**config.mk**
```make
export PLATFORM = sky130hd
export DESIGN_NAME = result_axis_streamer
export DESIGN_NICKNAME = d
export VERILOG_FILES = /design/src/rtl/result_axis_streamer_pkg.sv /design/src/rtl/result_axis_streamer_fifo.sv /design/src/rtl/result_axis_streamer.sv
export SDC_FILE = /design/constraint.sdc
export NUM_CORES = 1
export LEC_CHECK = 0
export ABC_AREA = 1
export BUFFER_PORTS_ARGS = -buffer_cell sky130_fd_sc_hd__buf_4
export CAP_MARGIN = 40
export CORE_AREA = 5 5 109 163
export DETAILED_ROUTE_END_ITERATION = 10
export DIE_AREA = 0 0 114 168
export HOLD_SLACK_MARGIN = 0.1
export PLACE_DENSITY = 0.76
export SYNTH_ARGS = -nofsm -noshare
export SYNTH_HDL_FRONTEND = slang
export SYNTH_SLANG_ARGS = --single-unit
```
**constraint.sdc**
```tcl
create_clock -name M_AXIS_ACLK -period 3.5 [get_ports M_AXIS_ACLK]
set_input_delay 0.175 -clock M_AXIS_ACLK [delete_from_list [all_inputs] [get_ports M_AXIS_ACLK]]
set_output_delay 0.175 -clock M_AXIS_ACLK [all_outputs]
set_load 0.02 [all_outputs]
```
**src/rtl/result_axis_streamer_pkg.sv**
```systemverilog
`default_nettype none
// +--------------------------------------------------------------------------+
// | Module      : result_axis_streamer_pkg                                   |
// | Description : Shared definitions for the result AXI-Stream streamer:     |
// |               FSM state encoding, ceil-log2 helper and the TSTRB         |
// |               all-ones constant.                                         |
// | Ports       : none (package)                                             |
// | Revision    : 1.0 - initial release                                      |
// +--------------------------------------------------------------------------+
package result_axis_streamer_pkg;

    localparam logic [1:0] c_state_idle  = 2'd0;
    localparam logic [1:0] c_state_fetch = 2'd1;
    localparam logic [1:0] c_state_drain = 2'd2;
    localparam logic [1:0] c_state_done  = 2'd3;

    // Wide enough for TDATA up to 1024 bits; users slice the low DATA_WIDTH/8 bits.
    localparam logic [127:0] c_strb_all_ones = '1;

    // Ceiling log2; returns 0 for values <= 1.
    function automatic int clog2(input int value);
        int r;
        r = 0;
        for (int i = 0; i < 31; i++) begin
            if ((1 << i) < value) begin
                r = i + 1;
            end
        end
        return r;
    endfunction

endpackage
`default_nettype wire

```
**src/rtl/result_axis_streamer_fifo.sv**
```systemverilog
`default_nettype none
// +--------------------------------------------------------------------------+
// | Module      : stream_fifo                                                |
// | Description : Synchronous prefetch FIFO with registered storage.         |
// |               Simultaneous push and pop keep the occupancy unchanged.    |
// | Ports       : clk, rst_n (async, active-low)                             |
// |               push/push_data : write side                                |
// |               pop/pop_data   : read side, pop_data shows the head entry  |
// |               full/empty/count : occupancy status                        |
// | Revision    : 1.0 - initial release                                      |
// +--------------------------------------------------------------------------+
module stream_fifo
    import result_axis_streamer_pkg::*;
#(
    parameter int WIDTH = 33,
    parameter int DEPTH = 4
) (
    input  logic                     clk,
    input  logic                     rst_n,
    input  logic                     push,
    input  logic [WIDTH-1:0]         push_data,
    input  logic                     pop,
    output logic [WIDTH-1:0]         pop_data,
    output logic                     full,
    output logic                     empty,
    output logic [clog2(DEPTH):0]    count
);

    localparam int c_ptr_w = clog2(DEPTH);

    logic [WIDTH-1:0]   r_mem [DEPTH];
    logic [c_ptr_w-1:0] r_wr_ptr;
    logic [c_ptr_w-1:0] r_rd_ptr;
    logic [c_ptr_w:0]   r_count;
    logic               w_do_push;
    logic               w_do_pop;

    assign full      = (r_count == (c_ptr_w + 1)'(DEPTH));
    assign empty     = (r_count == '0);
    assign count     = r_count;
    assign pop_data  = r_mem[r_rd_ptr];
    assign w_do_push = push && !full;
    assign w_do_pop  = pop && !empty;

    // Storage needs no reset: an entry is only visible once the count covers it.
    always_ff @(posedge clk) begin
        if (w_do_push) begin
            r_mem[r_wr_ptr] <= push_data;
        end
    end

    // DEPTH is a power of two, so the pointers wrap naturally.
    always_ff @(posedge clk or negedge rst_n) begin
        if (!rst_n) begin
            r_wr_ptr <= '0;
            r_rd_ptr <= '0;
            r_count  <= '0;
        end else begin
            if (w_do_push) begin
                r_wr_ptr <= r_wr_ptr + 1'b1;
            end
            if (w_do_pop) begin
                r_rd_ptr <= r_rd_ptr + 1'b1;
            end
            case ({w_do_push, w_do_pop})
                2'b10:   r_count <= r_count + 1'b1;
                2'b01:   r_count <= r_count - 1'b1;
                default: r_count <= r_count;
            endcase
        end
    end

endmodule
`default_nettype wire

```
**src/rtl/result_axis_streamer.sv**
```systemverilog
`default_nettype none
// +--------------------------------------------------------------------------+
// | Module      : result_axis_streamer                                       |
// | Description : Reads res_size result words from NUM_BANKS interleaved     |
// |               BRAM banks and streams them out on an AXI4-Stream master   |
// |               through a small prefetch FIFO with credit-based reads.     |
// | Ports       : M_AXIS_ACLK, M_AXIS_ARESETN (async, active-low)            |
// |               VALID_PE2FU, res_size         : start request / length     |
// |               mat_res_addr/ren/dout         : banked BRAM read port      |
// |               M_AXIS_TVALID/TDATA/TSTRB/TLAST/TREADY : stream output     |
// |               busy, done                    : status                     |
// | Revision    : 1.0 - initial release                                      |
// +--------------------------------------------------------------------------+
module result_axis_streamer
    import result_axis_streamer_pkg::*;
#(
    parameter int DATA_WIDTH = 32,
    parameter int ADDR_WIDTH = 10,
    parameter int NUM_BANKS  = 1,
    parameter int FIFO_DEPTH = 4
) (
    input  logic                            M_AXIS_ACLK,
    input  logic                            M_AXIS_ARESETN,
    input  logic                            VALID_PE2FU,
    input  logic [31:0]                     res_size,
    output logic [ADDR_WIDTH-1:0]           mat_res_addr,
    output logic [NUM_BANKS-1:0]            mat_res_ren,
    input  logic [NUM_BANKS*DATA_WIDTH-1:0] mat_res_dout,
    output logic                            M_AXIS_TVALID,
    output logic [DATA_WIDTH-1:0]           M_AXIS_TDATA,
    output logic [DATA_WIDTH/8-1:0]         M_AXIS_TSTRB,
    output logic                            M_AXIS_TLAST,
    input  logic                            M_AXIS_TREADY,
    output logic                            busy,
    output logic                            done
);

    localparam int c_log2_banks = clog2(NUM_BANKS);
    localparam int c_bank_w     = (c_log2_banks > 0) ? c_log2_banks : 1;
    localparam int c_cnt_w      = clog2(FIFO_DEPTH) + 1;

    logic [1:0]            r_state;
    logic [31:0]           r_remaining;
    logic [31:0]           r_idx;
    logic                  r_inflight;
    logic                  r_rd_last;
    logic [c_bank_w-1:0]   r_rd_bank;
    logic                  r_busy;
    logic                  r_done;

    logic                  w_issue;
    logic                  w_full;
    logic                  w_empty;
    logic                  w_pop;
    logic [c_cnt_w-1:0]    w_count;
    logic [c_bank_w-1:0]   w_bank;
    logic [DATA_WIDTH:0]   w_push_data;
    logic [DATA_WIDTH:0]   w_head;

    assign w_bank = c_bank_w'(r_idx % 32'(NUM_BANKS));

    // A read is only issued when its data is guaranteed a FIFO slot, counting
    // the read still in flight from the previous cycle.
    assign w_issue = (r_state == c_state_fetch) && !w_full &&
                     ((32'(w_count) + 32'(r_inflight)) < 32'(FIFO_DEPTH));

    assign mat_res_ren  = w_issue ? (NUM_BANKS'(1) << w_bank) : '0;
    // Truncation to ADDR_WIDTH makes oversized frames wrap within a bank.
    assign mat_res_addr = ADDR_WIDTH'(r_idx >> c_log2_banks);

    // BRAM data lands one cycle after ren; the last flag travels with it.
    assign w_push_data = {r_rd_last, mat_res_dout[r_rd_bank*DATA_WIDTH +: DATA_WIDTH]};

    assign w_pop         = !w_empty && M_AXIS_TREADY;
    assign M_AXIS_TVALID = !w_empty;
    assign M_AXIS_TDATA  = w_empty ? '0 : w_head[DATA_WIDTH-1:0];
    assign M_AXIS_TLAST  = !w_empty && w_head[DATA_WIDTH];
    assign M_AXIS_TSTRB  = c_strb_all_ones[DATA_WIDTH/8-1:0];
    assign busy          = r_busy;
    assign done          = r_done;

    stream_fifo #(
        .WIDTH (DATA_WIDTH + 1),
        .DEPTH (FIFO_DEPTH)
    ) u_fifo (
        .clk       (M_AXIS_ACLK),
        .rst_n     (M_AXIS_ARESETN),
        .push      (r_inflight),
        .push_data (w_push_data),
        .pop       (w_pop),
        .pop_data  (w_head),
        .full      (w_full),
        .empty     (w_empty),
        .count     (w_count)
    );

    always_ff @(posedge M_AXIS_ACLK or negedge M_AXIS_ARESETN) begin
        if (!M_AXIS_ARESETN) begin
            r_state     <= c_state_idle;
            r_remaining <= '0;
            r_idx       <= '0;
            r_inflight  <= 1'b0;
            r_rd_last   <= 1'b0;
            r_rd_bank   <= '0;
            r_busy      <= 1'b0;
            r_done      <= 1'b0;
        end else begin
            r_inflight <= w_issue;
            // w_issue is only ever true in FETCH, so this never collides with
            // the frame setup done in IDLE.
            if (w_issue) begin
                r_rd_bank   <= w_bank;
                r_rd_last   <= (r_remaining == 32'd1);
                r_idx       <= r_idx + 32'd1;
                r_remaining <= r_remaining - 32'd1;
            end
            case (r_state)
                c_state_idle: begin
                    if (VALID_PE2FU) begin
                        r_remaining <= res_size;
                        r_idx       <= '0;
                        if (res_size == 32'd0) begin
                            r_state <= c_state_done;
                            r_done  <= 1'b1;
                        end else begin
                            r_state <= c_state_fetch;
                            r_busy  <= 1'b1;
                        end
                    end
                end
                c_state_fetch: begin
                    if (w_issue && (r_remaining == 32'd1)) begin
                        r_state <= c_state_drain;
                    end
                end
                c_state_drain: begin
                    if (w_pop && w_head[DATA_WIDTH]) begin
                        r_state <= c_state_done;
                        r_busy  <= 1'b0;
                        r_done  <= 1'b1;
                    end
                end
                default: begin
                    r_state <= c_state_idle;
                    r_done  <= 1'b0;
                end
            endcase
        end
    end

endmodule
`default_nettype wire

```
Word level (Yosys, flattened, before mapping)
Memories as Yosys holds them, arrays and structs flattened. Index checks and enable logic that the tools add are counted.

Register bits after elaboration: 77. Bits in writable memories: 132. Bits of input ports: 68. Word-level logic and storage cells: 73. Memories: 1.

Add/sub/neg operators: 7. Order comparisons: 1. Eq/ne operators: 11. Mux-type cells: 24. Bitwise gates (word level): 1. Reduce and logical (&&, ||, !) cells: 18.

Memory list: u_fifo.r_mem (words 4, width 33, read ports 1, clocked after Yosys merged registers in 0, write ports 1, line result_axis_streamer_fifo.sv:31) `logic [WIDTH-1:0] r_mem [DEPTH];`.

Operators with widths (number): two-way mux 32 bit (7); adder 32 x 1 -> 32 bit, second input constant (1); equality test 32 x 1 -> 1 bit, second input constant (1); logical NOT 32 bit (1); subtractor 32 x 1 -> 32 bit, second input constant (1); two-way mux 1 bit (9); logical AND 1 bit (8); two-way mux 2 bit (4); != test 2 bit, second input constant (4); AND reduction 4 bit (2); case mux 2 bit (3 select lines) (1); case mux 3 bit (2 select lines) (1); adder 2 x 1 -> 2 bit, second input constant (2); adder 3 x 1 -> 4 bit (1); equality test 2 x 1 -> 1 bit, second input constant (2); equality test 2 bit, second input constant (2); < comparator 4 x 3 -> 1 bit, second input constant (1); nonzero test 2 bit (2); adder 3 x 1 -> 3 bit, second input constant (1); equality test 3 bit, second input constant (1); logical NOT 3 bit (1); case mux 1 bit (3 select lines) (1); AND reduction 3 bit (1); subtractor 3 x 1 -> 3 bit, second input constant (1); 5 further kinds (6).

Logic depth before layout (Yosys ltp)
Depth after elaboration: 7. Depth in mapped cells: 13. Depth with buffers taken out: 12.

Modules after synthesis
A second synthesis with hierarchy kept.

Cell total of the unflattened synthesis: 976. Area total of the unflattened synthesis: 9108.7 sq um.

Modules (own cells, without submodules): stream_fifo (instances 1, cells an instance 446, area an instance 5686.7 sq um, seq. area each 4139.0 sq um); result_axis_streamer (instances 1, cells an instance 530, area an instance 3422.0 sq um, seq. area each 1201.2 sq um).

Worst setup path before layout
OpenSTA, ideal clock, no wires.

Path kind: register to register. From: register u_fifo.r_count[0] (netlist: u_fifo.count[0]). To: memory u_fifo.r_mem[0][0], enable pin. Arrival time: 2.060 ns. Slack: 1.017 ns. Stages on the path, launching flop included: 5. Buffers on the path: 0. Clock period less this slack: 2.483 ns. Cells stage by stage: dfrtp_1 -> nor2_1 -> nand2_1 -> nand2_1 -> nor2_1.

Word-level cells in the longest chain between the ends: 5.

RTL lines: start: declaration (line result_axis_streamer_fifo.sv:34) `logic [c_ptr_w:0] r_count;`; start signal: assignment (line result_axis_streamer_fifo.sv:66) `2'b10: r_count <= r_count + 1'b1;`; start signal: assignment (line result_axis_streamer_fifo.sv:67) `2'b01: r_count <= r_count - 1'b1;`; start signal: assignment (line result_axis_streamer_fifo.sv:68) `default: r_count <= r_count;`; equality test 3 bit (line result_axis_streamer_fifo.sv:38) `assign full = (r_count == (c_ptr_w + 1)'(DEPTH));`; logical NOT 1 bit (line result_axis_streamer_fifo.sv:42) `assign w_do_push = push && !full;`; logical AND 1 bit (line result_axis_streamer_fifo.sv:42); two-way mux 1 bit (line result_axis_streamer_fifo.sv:47) `if (w_do_push) begin`; two-way mux 1 bit (not written as such) (line result_axis_streamer_fifo.sv:48) `r_mem[r_wr_ptr] <= push_data;`; end: declaration (line result_axis_streamer_fifo.sv:31).

Every way passes these cells.

Worst setup path after layout
From: register u_fifo.r_rd_ptr[0]. To: output port M_AXIS_TDATA[26].

Word-level cells in the longest chain between the ends: 2.

RTL lines: start: declaration (line result_axis_streamer_fifo.sv:33) `logic [c_ptr_w-1:0] r_rd_ptr;`; start signal: assignment (line result_axis_streamer_fifo.sv:63) `r_rd_ptr <= r_rd_ptr + 1'b1;`; memory read (4 x 33 bit); two-way mux 32 bit (line result_axis_streamer.sv:76) `assign M_AXIS_TDATA = w_empty ? '0 : w_head[DATA_WIDTH-1:0];`; end: declaration (line result_axis_streamer.sv:30) `output logic [DATA_WIDTH-1:0] M_AXIS_TDATA,`.

Every way passes these cells.

==> flow_summary.yaml <==
setup_path:
  critPathRequiredTime_ps: 3320
  cp_max_fo: 67
  reg2regPathDepth: 9
  cp-start-kind: "register"
  critPathKind: "reg -> out"
  cp-end-kind: "output pin"
  r2r_setup_slack_ps: 1350
  r2r_end: "u_fifo.count[2]$_DFFE_PN0P_"
  cp.arrival_ps: 2160
  reg2reg_from: "u_fifo.count[1]$_DFFE_PN0P_"
pwr:
  power.density_nw_per_um2: 783
  peakVddDrop_mv: 0.508
  power.static_leakage_uw: 0.00454
floorplanning:
  initial_utilization: 0.544
  pin_count: 119
  design.core.area_um2: 16000
  row_count: 57
  dieArea_um2: 19200
  die_x_um: 114
  die-height_um: 168
synthesis:
  synthSimpleGateAreaFrac: 0.205
  synthXorXnorAreaFrac: 0.0221
  synth_top_family_by_area: "simple AND/OR/NAND/NOR gates"
  synth_area_leaders: "edfxtp_1, dfrtp_1, nor2_1"
  avgSynthCellArea_um2: 9.75
  synth_area_um2: 8730
  yosysTopAreaCell: "edfxtp_1"
  synth_top_area_share: 0.454
  synth-edff-count: 132
  ys.flop_type: "edfxtp_1"
  synth-seq-cells: 187
  ys_seq_area_frac: 0.612
  synthAdderAreaFrac: 0.0195
  ys_types: 40
  ys_warn_count: 0
  synthArstFlopShare: 0.294
  synth_mux_area_frac: 0.00344
  synth_compound_area_frac: 0.0876
  synth_cells: 895
clock_network:
  cts.root.buffer_cell: "clkbuf_16"
  clk_pin_slew_ps: 70
  post_cts_buffers: 0
  clkSinkCount: 187
  cts_tree: "yes"
  insertion_delay_ps: 430
  cts_resized: 0
  clockBufferDepth: 2
  h-tree-depth: 4
  cts_made_buffers: 17
cells_and_area:
  layout_common_cells: "nor2_1, edfxtp_1, buf_4"
  fillers: 1183
  nets: 1150
  area_growth_syn_to_layout_pct: 26.5
  instances_no_fill: 1288
  insertedDiodeCount: 0
  layout-drive-gt1-share: 0.177
  layout_commonest_cell: "nor2_1"
worst_hold_path:
  hold_path_end: "u_fifo.r_rd_ptr[0]$_DFFE_PN0P_"
  min_path_type: "in -> reg"
  min_path_cells: 5
  min-delay-start: "M_AXIS_TREADY"
global_route:
  grt-ovfl-total: 0
  use_met3: 0.0341
  antenna_found_initial: 0
  grtUsageMet2: 0.385
  top_usage_layer: "met2"
  grt_max_degree: 68
  grt_pass1_wl_mm: 31.2
  grt_pass1_vias: 6497
  track_usage: 0.206
  gr-usage-met1: 0.230
placement:
  numPortBuffers: 114
  gp_congestion: 0.928
  hpwl_mm: 12.5
  dp.cells: 1191
drt:
  drcViolationCount: 0
  drt-wirelength-per-cell_um: 14.9
  viasPerCell: 5.08
  vias: 6544
  drtIter0Drc: 278
  dr.pass1.iters: 6
  routed_wl_mm: 19.2
  ant_nets: 0
sta:
  fin_crit_sh: 0.668
  tns_ps: 0
  slew_viol_final: 0
  clock_skew_ps: 14.0
  tightest_slew_ps: 715
  max_freq_mhz: 428
  fin_crit_ps: 2340
  grt_setup_unrepaired: "no"
  final_hold_viol_count: 0
  setup_viol: 0
  slew_headroom: 0.523
outcome:
  status: "finished, final reports clean"
flow_run:
  cap_violations: 0
==> flip-flops by register name, summed over array words and instances (netlist names) <==
signal and count:
busy 1, done 1, r_idx 10, r_inflight 1, r_rd_last 1, r_remaining 32
r_state 2, u_fifo.count 3, u_fifo.r_mem 132, u_fifo.r_rd_ptr 2, u_fifo.r_wr_ptr 2
==> Yosys cell counts (all sizes together), types with 2 or more instances <==
cell / count
a21oi: 64
and2: 3
buf: 20
clkbuf: 17
dfrtp: 55
edfxtp: 132
ha: 12
inv: 64
mux2i: 3
nand2: 123
nand3: 30
nand4: 4
nor2: 253
nor3b: 2
o21ai: 83
xnor2: 9
xor2: 13
==> metrics by stage <==
stage	utilization	total power [µW]	hold slack (ps)	instance area, µm²	setup WS, ps
3_3_place_gp	0.608	6610	270	9760	1400
4_1_cts	0.688	8710	104	11000	1190
3_5_place_dp	0.610	6720	273	9780	1350
5_1_grt	0.688	9260	153	11000	1020
6_report	0.688	8650	115	11000	1160
2_1_floorplan	-	5490	-121	8740	1020
==> power by group <==
group	leakage [µW]	internal (µW)	switching (µW)
Clock	0.000297	978	938
Combinational	0.00240	1340	2310
Sequential	0.00184	2820	266
==> cell type report <==
type	instances	area, µm²	area share
clock inverters	15	185	0.0168
inverters	65	246	0.0223
flip-flops and latches	187	5340	0.484
repair buffers	189	1600	0.145
multi-input cells	609	2990	0.270
well taps	206	258	0.0233
clock buffers	17	425	0.0385
==> cell families after synthesis <==
family,count (synthesis)
fa+ha+maj,13
compound gates,150
flops,187
mux,3
other cells,1
simple gates,417
xor+xnor,22
buf+inv,102
==> timing repair <==
action                                  in CTS  in global routing
endpoints found under the hold margin      215                  0
endpoints found under the setup margin       0                  0
hold buffers                                65                  0
==> layer usage <==
metal,share of wire,vias to the layer above
li1,-,3298
met1,0.38,3040
met2,0.55,173
met3,0.044,33
met4,0.025,0
met5,0,-
==> worst max-delay path by stage <==
| stage | from | end | slack, ps |
|---|---|---|---|
| after global routing | u_fifo.r_rd_ptr[0]$_DFFE_PN0P_ | M_AXIS_TDATA[30] | 1020 |
| after floorplan | u_fifo.count[0]$_DFFE_PN0P_ | u_fifo.r_mem[0][0]$_DFFE_PP_ | 1020 |
| after CTS | u_fifo.r_rd_ptr[0]$_DFFE_PN0P_ | M_AXIS_TDATA[29] | 1190 |
| final | u_fifo.r_rd_ptr[0]$_DFFE_PN0P_ | M_AXIS_TDATA[26] | 1160 |
| after global placement | u_fifo.count[1]$_DFFE_PN0P_ | u_fifo.count[2]$_DFFE_PN0P_ | 1400 |
| after detailed placement | u_fifo.count[1]$_DFFE_PN0P_ | u_fifo.count[2]$_DFFE_PN0P_ | 1350 |
==> worst max-delay path: stages, from the launching register on <==
cell and delay (ps):
dfrtp_2 360, buf_4 570, nor2_1 140, nor2_1 100, o21ai_0 90, a21oi_1 250
buf_4 190
(Power assumes the default switching activity.)
